--- src/rtl/cfg_chain_pkg.sv ---
// Shared state encoding and sizing helpers for the configuration chain loader.
package cfg_chain_pkg;

   typedef enum logic [2:0] {
      StIdle,
      StLoad,
      StShift,
      StCommit,
      StWaitAck
   } cfg_state_e;

   localparam int unsigned CfgDefaultWordW   = 32;
   localparam int unsigned CfgDefaultChainLen = 1024;

   function automatic int unsigned cfg_num_words(input int unsigned chain_len,
                                                 input int unsigned word_w);
      return (chain_len + word_w - 1) / word_w;
   endfunction

   // Bits carried by the final word; equals word_w when the chain is a whole number of words.
   function automatic int unsigned cfg_last_bits(input int unsigned chain_len,
                                                 input int unsigned word_w);
      return chain_len - (cfg_num_words(chain_len, word_w) - 1) * word_w;
   endfunction

endpackage

--- src/rtl/cfg_piso.sv ---
// Word-wide shift register with parallel load, right shift (serial in at the MSB) and a
// count of shifts since the last load. Serves as the PISO and, mirrored, the readback SIPO.
module cfg_piso #(
   parameter int unsigned Width = 32,
   parameter int unsigned CntW  = 6
) (
   input  logic             clk_i,
   input  logic             rst_ni,
   input  logic             load_i,
   input  logic             shift_i,
   input  logic [Width-1:0] data_i,
   input  logic             ser_i,
   output logic             ser_o,
   output logic [Width-1:0] nxt_o,
   output logic [CntW-1:0]  cnt_o
);

   logic [Width-1:0] sreg_q, sreg_d;
   logic [CntW-1:0]  cnt_q, cnt_d;

   always_comb begin
      nxt_o            = sreg_q >> 1;
      nxt_o[Width-1]   = ser_i;
      sreg_d           = sreg_q;
      cnt_d            = cnt_q;
      if (load_i) begin
         sreg_d = data_i;
         cnt_d  = '0;
      end else if (shift_i) begin
         sreg_d = nxt_o;
         cnt_d  = cnt_q + 1'b1;
      end
   end

   always_ff @(posedge clk_i) begin
      if (!rst_ni) begin
         sreg_q <= '0;
         cnt_q  <= '0;
      end else begin
         sreg_q <= sreg_d;
         cnt_q  <= cnt_d;
      end
   end

   assign ser_o = sreg_q[0];
   assign cnt_o = cnt_q;

endmodule

--- src/rtl/config_chain_loader.sv ---
// Master end of the fabric config chain: serialises bitstream words LSB-first, pulses cset and
// waits for the echo on cset_ack. Define CFG_READBACK_EN to capture the old chain contents.
module config_chain_loader
   import cfg_chain_pkg::*;
#(
   parameter int unsigned WORD_W    = CfgDefaultWordW,
   parameter int unsigned CHAIN_LEN = CfgDefaultChainLen
) (
   input  logic              clk,
   input  logic              rst,
   input  logic              start,
   input  logic [WORD_W-1:0] in_data,
   input  logic              in_valid,
   output logic              in_ready,
   input  logic              cset_ack,
   output logic              shift_in,
   output logic              cen,
   output logic              cset,
   output logic              busy,
   output logic              done
`ifdef CFG_READBACK_EN
   ,
   output logic [WORD_W-1:0] rd_data,
   output logic              rd_valid,
   input  logic              shift_out
`endif
);

   localparam int unsigned NUM_WORDS  = cfg_num_words(CHAIN_LEN, WORD_W);
   localparam int unsigned LAST_BITS  = cfg_last_bits(CHAIN_LEN, WORD_W);
   localparam int unsigned LAST_PAD   = WORD_W - LAST_BITS;
   localparam int unsigned BIT_CNT_W  = $clog2(WORD_W + 1);
   localparam int unsigned WORD_CNT_W = $clog2(NUM_WORDS + 1);

   localparam logic [BIT_CNT_W-1:0]  FullMax  = BIT_CNT_W'(WORD_W - 1);
   localparam logic [BIT_CNT_W-1:0]  LastMax  = BIT_CNT_W'(LAST_BITS - 1);
   localparam logic [WORD_CNT_W-1:0] LastIdx  = WORD_CNT_W'(NUM_WORDS - 1);
   localparam logic [WORD_W-1:0]     LastMask = {WORD_W{1'b1}} >> LAST_PAD;

   cfg_state_e              state_q;
   logic [WORD_CNT_W-1:0]   word_cnt_q;
   logic                    in_ready_q;
   logic                    cen_q;
   logic                    cset_q;
   logic                    busy_q;
   logic                    done_q;

   logic                    accept;
   logic                    last_word;
   logic                    last_bit;
   logic                    piso_shift;
   logic [WORD_W-1:0]       piso_data;
   logic [BIT_CNT_W-1:0]    bit_cnt;
   logic [WORD_W-1:0]       unused_piso_nxt;

   always_comb begin
      accept     = (state_q == StLoad) && in_valid && in_ready_q;
      last_word  = (word_cnt_q == LastIdx);
      piso_shift = (state_q == StShift);
      last_bit   = piso_shift && (bit_cnt == (last_word ? LastMax : FullMax));
      // Masking the unused top bits leaves the register empty after the last shift, so
      // shift_in can come straight from bit 0 and still read 0 outside SHIFT.
      piso_data  = last_word ? (in_data & LastMask) : in_data;
   end

   cfg_piso #(
      .Width (WORD_W),
      .CntW  (BIT_CNT_W)
   ) u_piso (
      .clk_i   (clk),
      .rst_ni  (rst),
      .load_i  (accept),
      .shift_i (piso_shift),
      .data_i  (piso_data),
      .ser_i   (1'b0),
      .ser_o   (shift_in),
      .nxt_o   (unused_piso_nxt),
      .cnt_o   (bit_cnt)
   );

   always_ff @(posedge clk) begin
      if (!rst) begin
         state_q    <= StIdle;
         word_cnt_q <= '0;
         in_ready_q <= 1'b0;
         cen_q      <= 1'b0;
         cset_q     <= 1'b0;
         busy_q     <= 1'b0;
         done_q     <= 1'b0;
      end else begin
         done_q <= 1'b0;
         unique case (state_q)
            StIdle: begin
               if (start) begin
                  state_q    <= StLoad;
                  busy_q     <= 1'b1;
                  in_ready_q <= 1'b1;
                  word_cnt_q <= '0;
               end
            end
            StLoad: begin
               if (accept) begin
                  state_q    <= StShift;
                  in_ready_q <= 1'b0;
                  cen_q      <= 1'b1;
               end
            end
            StShift: begin
               if (last_bit) begin
                  cen_q      <= 1'b0;
                  word_cnt_q <= word_cnt_q + 1'b1;
                  if (last_word) begin
                     state_q <= StCommit;
                     cset_q  <= 1'b1;
                  end else begin
                     state_q    <= StLoad;
                     in_ready_q <= 1'b1;
                  end
               end
            end
            StCommit: begin
               cset_q  <= 1'b0;
               state_q <= StWaitAck;
            end
            StWaitAck: begin
               if (cset_ack) begin
                  done_q  <= 1'b1;
                  busy_q  <= 1'b0;
                  state_q <= StIdle;
               end
            end
            default: state_q <= StIdle;
         endcase
      end
   end

   assign in_ready = in_ready_q;
   assign cen      = cen_q;
   assign cset     = cset_q;
   assign busy     = busy_q;
   assign done     = done_q;

`ifdef CFG_READBACK_EN
   logic [WORD_W-1:0]    sipo_nxt;
   logic                 unused_sipo_ser;
   logic [BIT_CNT_W-1:0] unused_sipo_cnt;
   logic [WORD_W-1:0]    rd_data_q;
   logic                 rd_valid_q;

   // Bits enter at the MSB, so a short last word must be right-aligned on its way out.
   cfg_piso #(
      .Width (WORD_W),
      .CntW  (BIT_CNT_W)
   ) u_sipo (
      .clk_i   (clk),
      .rst_ni  (rst),
      .load_i  (accept),
      .shift_i (piso_shift),
      .data_i  ({WORD_W{1'b0}}),
      .ser_i   (shift_out),
      .ser_o   (unused_sipo_ser),
      .nxt_o   (sipo_nxt),
      .cnt_o   (unused_sipo_cnt)
   );

   always_ff @(posedge clk) begin
      if (!rst) begin
         rd_data_q  <= '0;
         rd_valid_q <= 1'b0;
      end else begin
         rd_valid_q <= last_bit;
         if (last_bit) begin
            rd_data_q <= last_word ? (sipo_nxt >> LAST_PAD) : sipo_nxt;
         end
      end
   end

   assign rd_data  = rd_data_q;
   assign rd_valid = rd_valid_q;
`endif

endmodule

--- config.mk ---
export PLATFORM = sky130hd
export DESIGN_NAME = config_chain_loader
export DESIGN_NICKNAME = d
export VERILOG_FILES = /design/src/rtl/cfg_chain_pkg.sv /design/src/rtl/cfg_piso.sv /design/src/rtl/config_chain_loader.sv
export SDC_FILE = /design/constraint.sdc
export NUM_CORES = 1
export LEC_CHECK = 0
export CAP_MARGIN = 0
export CORE_MARGIN = 2
export CORE_UTILIZATION = 46
export DETAILED_ROUTE_END_ITERATION = 16
export PLACE_DENSITY = 0.86
export SYNTH_ARGS = -nofsm -noshare
export SYNTH_HDL_FRONTEND = slang
export SYNTH_SLANG_ARGS = --single-unit
--- constraint.sdc ---
create_clock -name clk -period 1.7 [get_ports clk]
set_clock_uncertainty 0.1 [all_clocks]
set_input_delay 0.34 -clock clk [delete_from_list [all_inputs] [get_ports clk]]
set_output_delay 0.34 -clock clk [all_outputs]
set_load 0.02 [all_outputs]
Yosys cells after proc, flatten, opt, wreduce, memory -nomap -nowiden
Index checks and enable logic that the tools add are counted.
Widths: inputs -> output; s select.
{ "word_totals": {"inputBits": 37, "output_inout_bits": 6, "elab_cells": 67, "reg_bits": 52} }
{ "op_classes": {"n_bitwise": 1, "n_reduce_logical": 18, "mux": 25, "addsub": 2, "n_eq_ne": 12} }
{ "op_table": {"columns": ["operator", "count"], "rows": [
  ["$mux 32", 2],
  ["$pmux 3 s5", 1],
  ["$add 6x1->6 const B", 2],
  ["$eq 6x5->1 const B", 2],
  ["$mux 3", 4],
  ["$mux 6", 2],
  ["$ne 2x2->1 const B", 6],
  ["$pmux 6 s2", 1],
  ["$reduce_and 3->1", 4],
  ["$mux 1", 10],
  ["$reduce_bool 2->1", 5],
  ["$eq 3x2->1 const B", 2],
  ["$pmux 1 s2", 3],
  ["$reduce_and 5->1", 1],
  ["$reduce_and 4->1", 1],
  ["$eq 3x1->1 const B", 1],
  ["$eq 3x3->1 const B", 1],
  ["$logic_and 1x1->1", 3],
  ["$logic_not 3->1", 1],
  ["$pmux 1 s3", 1],
  ["$reduce_bool 3->1", 1],
  ["$mux 2", 1],
  ["$reduce_and 2->1", 1],
  ["$reduce_or 2->1", 1],
  ["$not 1->1", 1]
]} }

Longest topological paths before layout
{ "logic_depth": {"ltp_word": 5, "depth_mapped": 7, "mapped_depth_nobuf": 5} }

Hierarchy
From an unflattened synthesis, not the netlist that was laid out.
{ "unflattened": {"cells_unflattened": 261, "hier_area_um2": 2453.6} }
{ "modules_own_cells": {"columns": ["module", "cells_per_inst", "area_each_um2", "instances", "seq_area_each_um2"], "rows": [
  ["cfg_piso", 170, 1734.2, 1, 760.7],
  ["config_chain_loader", 91, 719.4, 1, 280.3]
]} }

Worst setup path before layout
Ideal clock, no wire load.
{ "synth_path": {"path_kind": "reg-to-reg", "from": "register u_piso.cnt_q[0] (netlist: u_piso.cnt_o[0])", "to": "register word_cnt_q[5]", "path_buffers": 1, "slack_ps": 30, "stages_incl_launch_ff": 7, "period_less_slack_ps": 1670, "setup_time_ps": 70, "t_arrival_ps": 1500, "required_ps": 1530, "cell_sequence": "dfxtp_1 -> ha_1 -> and4b_4 -> a41oi_2 -> buf_6 -> or3_1 -> a21oi_1"} }
{ "synth_via": {"elab_chain_cells": 4} }
{ "synth_lines": {"columns": ["element", "line_no", "source"], "rows": [
  ["start: declaration", "cfg_piso.sv:19", "logic [CntW-1:0] cnt_q, cnt_d;"],
  ["start signal: assignment", "cfg_piso.sv:41", "cnt_q <= cnt_d;"],
  ["$eq 6x5->1", "config_chain_loader.sv:60", "last_bit = piso_shift && (bit_cnt == (last_word ? LastMax : FullMax));"],
  ["$logic_and 1x1->1", "config_chain_loader.sv:60", null],
  ["$ne 2x2->1 (no line)", null, null],
  ["$reduce_and 3->1 (no line)", null, null],
  ["end signal: assignment", "config_chain_loader.sv:111", "word_cnt_q <= word_cnt_q + 1'b1;"],
  ["end: declaration", "config_chain_loader.sv:41", "logic [WORD_CNT_W-1:0] word_cnt_q;"]
]} }
No other way between the ends.
A chain may end at the register's enable or synchronous reset.

Final worst setup path
{ "layout_path": {"from": "register done_q (netlist: done)", "to": "output port done"} }
{ "layout_rtl": {"columns": ["element", "line_no", "source"], "rows": [
  ["start: declaration", "config_chain_loader.sv:46", "logic done_q;"],
  ["start signal: assignment", "config_chain_loader.sv:89", "done_q <= 1'b0;"],
  ["start signal: assignment", "config_chain_loader.sv:91", "done_q <= 1'b0;"],
  ["start signal: assignment", "config_chain_loader.sv:127", "done_q <= 1'b1;"],
  ["end: declaration", "config_chain_loader.sv:20", "output logic done"]
]} }
No word-level cell between the ends.

==> flow_metrics.py <==
metrics = {
    "synthesis": {
        "ys.flop_type": "dfxtp_1",
        "synthesis.area_um2": 2220,
        "ys_async_sr_fraction_pct": 0,
        "synth_area_per_cell_um2": 8.86,
        "synth_warnings": 0,
        "synth_nets": 290,
        "ys_ff_latch": 52,
        "synth_edf_count": 0,
        "synth.distinct_cells": 42,
        "syn_inst": 251,
        "yosysSeqAreaShare_pct": 46.8,
    },
    "global_route": {
        "grt_use_total_pct": 19.2,
        "grt_max_degree": 34,
        "first_global_vias": 1835,
        "gr-usage-met1_pct": 24.1,
        "met2_usage_pct": 31.3,
        "grt_pass1_wl_mm": 8.07,
        "antenna_found_initial": 0,
        "grt.busiest_layer": "met2",
        "grt.overflow.total": 0,
        "met3_usage_pct": 5.21,
    },
    "setup_path": {
        "cp-start-kind": "flip-flop",
        "path_cells": "clkdlybuf4s50_1",
        "critical_path_buf_inv_count": 1,
        "cp-end-kind": "primary output",
        "path_max_fanout": 1,
        "crit_required_ns": 1.26,
        "slowest_stage": "clkdlybuf4s50_1",
        "path_delay_family": "buffers and inverters",
        "max_stage_delay_ns": 0.59,
        "critPathArrivalTime_ns": 1.21,
        "criticalPathCategory": "flip-flop to primary output",
    },
    "timing": {
        "finalHoldViolCount": 0,
        "setup_viol": 0,
        "tightest_slew_ns": 0.311,
        "slew_headroom_pct": 79.2,
        "fmax_mhz": 606,
        "finalMaxSlewViolations": 0,
        "fin_ws_ns": 0.0508,
        "period_needed_ns": 1.65,
        "fin_crit_sh_pct": 97.0,
        "rsz0062_at_grt": "yes",
        "timing.hold.ws_ns": 0.356,
    },
    "routing": {
        "num_vias": 2020,
        "avgViaCountPerCell": 5.61,
        "dr.first_iter.drc_count": 126,
        "ant_nets": 0,
        "finalWirelength_mm": 5.17,
        "drt_pass1_iterations": 5,
        "wl_per_cell_um": 14.4,
        "drc_errors": 0,
    },
    "pwr": {
        "p_comb_share_pct": 10.9,
        "powerDensity_nw_per_um2": 799,
        "leakagePower_nw": 1.04,
        "p_clk_share_pct": 36.0,
        "pwr-share-seq_pct": 53.1,
        "power.internal_mw": 1.83,
        "swShare_pct": 22.9,
        "switching_power_mw": 0.544,
        "finalPower_mw": 2.38,
        "ir_drop_uv": 529,
    },
    "die": {
        "boundaryPins": 43,
        "chipHeight_um": 73.5,
        "rows": 25,
        "die_area_um2": 5410,
        "core_um2": 4690,
        "initial_core_util_pct": 47.4,
        "die_w_um": 73.5,
    },
    "cts": {
        "holdBufCountCts": 0,
        "htreeDepth": 2,
        "cts_buffers": 5,
        "clock_latency_ns": 0.31,
        "cts_tree": "built",
        "clk_pin_slew_ns": 0.09,
        "cts_root_buf": "clkbuf_8",
        "cts_buffer_depth": 2,
        "clock_sinks": 52,
    },
    "finish": {
        "fin_nets": 344,
        "layout-drive-gt1-share_pct": 16.3,
        "area_growth_syn_to_layout_pct": 33.7,
        "fillers": 370,
        "final_cell_mix": "46 x nand2_1, 46 x dfxtp_1, 38 x a21oi_1",
        "final_core_util_pct": 63.4,
        "diodes": 0,
    },
    "place": {
        "gp_congestion": 0.782,
        "dp_hpwl_mm": 3.39,
        "io_buffer_count": 42,
        "place_ws_ns": -0.243,
    },
    "min_path": {
        "hp-class": "flip-flop to flip-flop",
    },
    "run": {
        "max_cap_violations": 0,
    },
    "run_status": {
        "status": "finished clean",
    },
}
[metal layers]
layer	part of all wire [%]	wire [µm]
met4	2.5	128
met3	4.4	230
met2	52	2670
met1	41	2140
met5	0	0
[sequential cells by signal, summed over array words and instances, names as in the netlist]
register / cells
word_cnt_q: 6
busy: 1
in_ready: 1
cen: 1
cset: 1
state_q: 3
u_piso.cnt_o: 6
done: 1
u_piso.sreg_q: 32
[kinds of logic (layout without fill, tap and decap cells)]
logic type	Yosys count	count (layout)	share of synthesized area, %
buf+inv	22	77	6.36
xor+xnor	5	5	1.97
flops	52	52	46.8
simple gates	85	85	19.3
fa+ha+maj	2	2	1.13
compound gates	85	85	24.4
[final timing paths]
path	from	end	slack, ns	depth (start not counted)
worst min-delay path	u_piso.sreg_q[17]	u_piso.sreg_q[17]	0.36	2
worst max-delay path	done	done	0.05	1
worst max register to register	word_cnt_q[1]	in_ready	0.05	5
worst min register to register	u_piso.sreg_q[17]	u_piso.sreg_q[17]	0.36	2
[cell type report]
type	count	area, µm²	share of cell area (%)
Clock buffer	6	72.6	2.44
Tap cell	54	67.6	2.27
Inverter	3	11.3	0.379
Timing Repair Buffer	66	636	21.4
Sequential cell	52	1050	35.3
Clock inverter	2	38.8	1.30
Multi-Input combinational cell	177	1100	37.0
[synth_stat cells, types with 2 or more instances]
library cell / instances / share of area [%]
nand2b_1: 2 / 0.56
buf_4: 2 / 0.68
nor3b_2: 2 / 1.1
buf_8: 2 / 1.4
inv_1: 2 / 0.34
o21a_1: 2 / 0.68
nand3_1: 4 / 0.90
nand2_1: 46 / 7.8
or3_1: 4 / 1.1
a21boi_0: 3 / 1.0
a21oi_1: 40 / 9.0
o21ai_0: 4 / 0.90
ha_1: 2 / 1.1
clkbuf_1: 7 / 1.2
nand4_1: 3 / 0.84
a22oi_1: 30 / 10
buf_2: 5 / 1.1
nor2_1: 11 / 1.9
buf_6: 3 / 1.5
dfxtp_1: 52 / 47
xor2_1: 4 / 1.6
[power groups by stage]
stage                     Clock, mW  Combinational (mW)  Sequential [mW]
final                         0.856               0.258             1.26
after detailed placement          0               0.252             1.29
after global placement            0               0.249             1.29
after floorplan                   0               0.112             1.29
after CTS                     0.869               0.253             1.26
after global routing          0.924               0.278             1.26
[worst reg2reg max path: cells and delay by family, from the launching register on]
kind                     cells  cell delay, ns
AO/OA/AOI/OAI                1            0.33
adder cells (fa/ha/maj)      1            0.15
flip-flops                   1            0.37
AND/OR/NAND/NOR              3            0.61
[stage by stage]
step                      instance area (µm²)  TNS, ns  std cells
after CTS                                2920        0        359
final                                    2970        0        360
after global routing                     2970  -0.0371        360
after floorplan                          2220        0        251
after global placement                   2790    -4.02        350
after detailed placement                 2790    -5.59        350
[what timing repair did]
action / CTS / global route
gates cloned: 0 / 0
gates resized for setup: 8 / 12
endpoints found under the setup margin: 12 / 10
pin swaps: 2 / 5
setup buffers: 1 / 1
No activity file was read; power rests on OpenSTA's default activity.
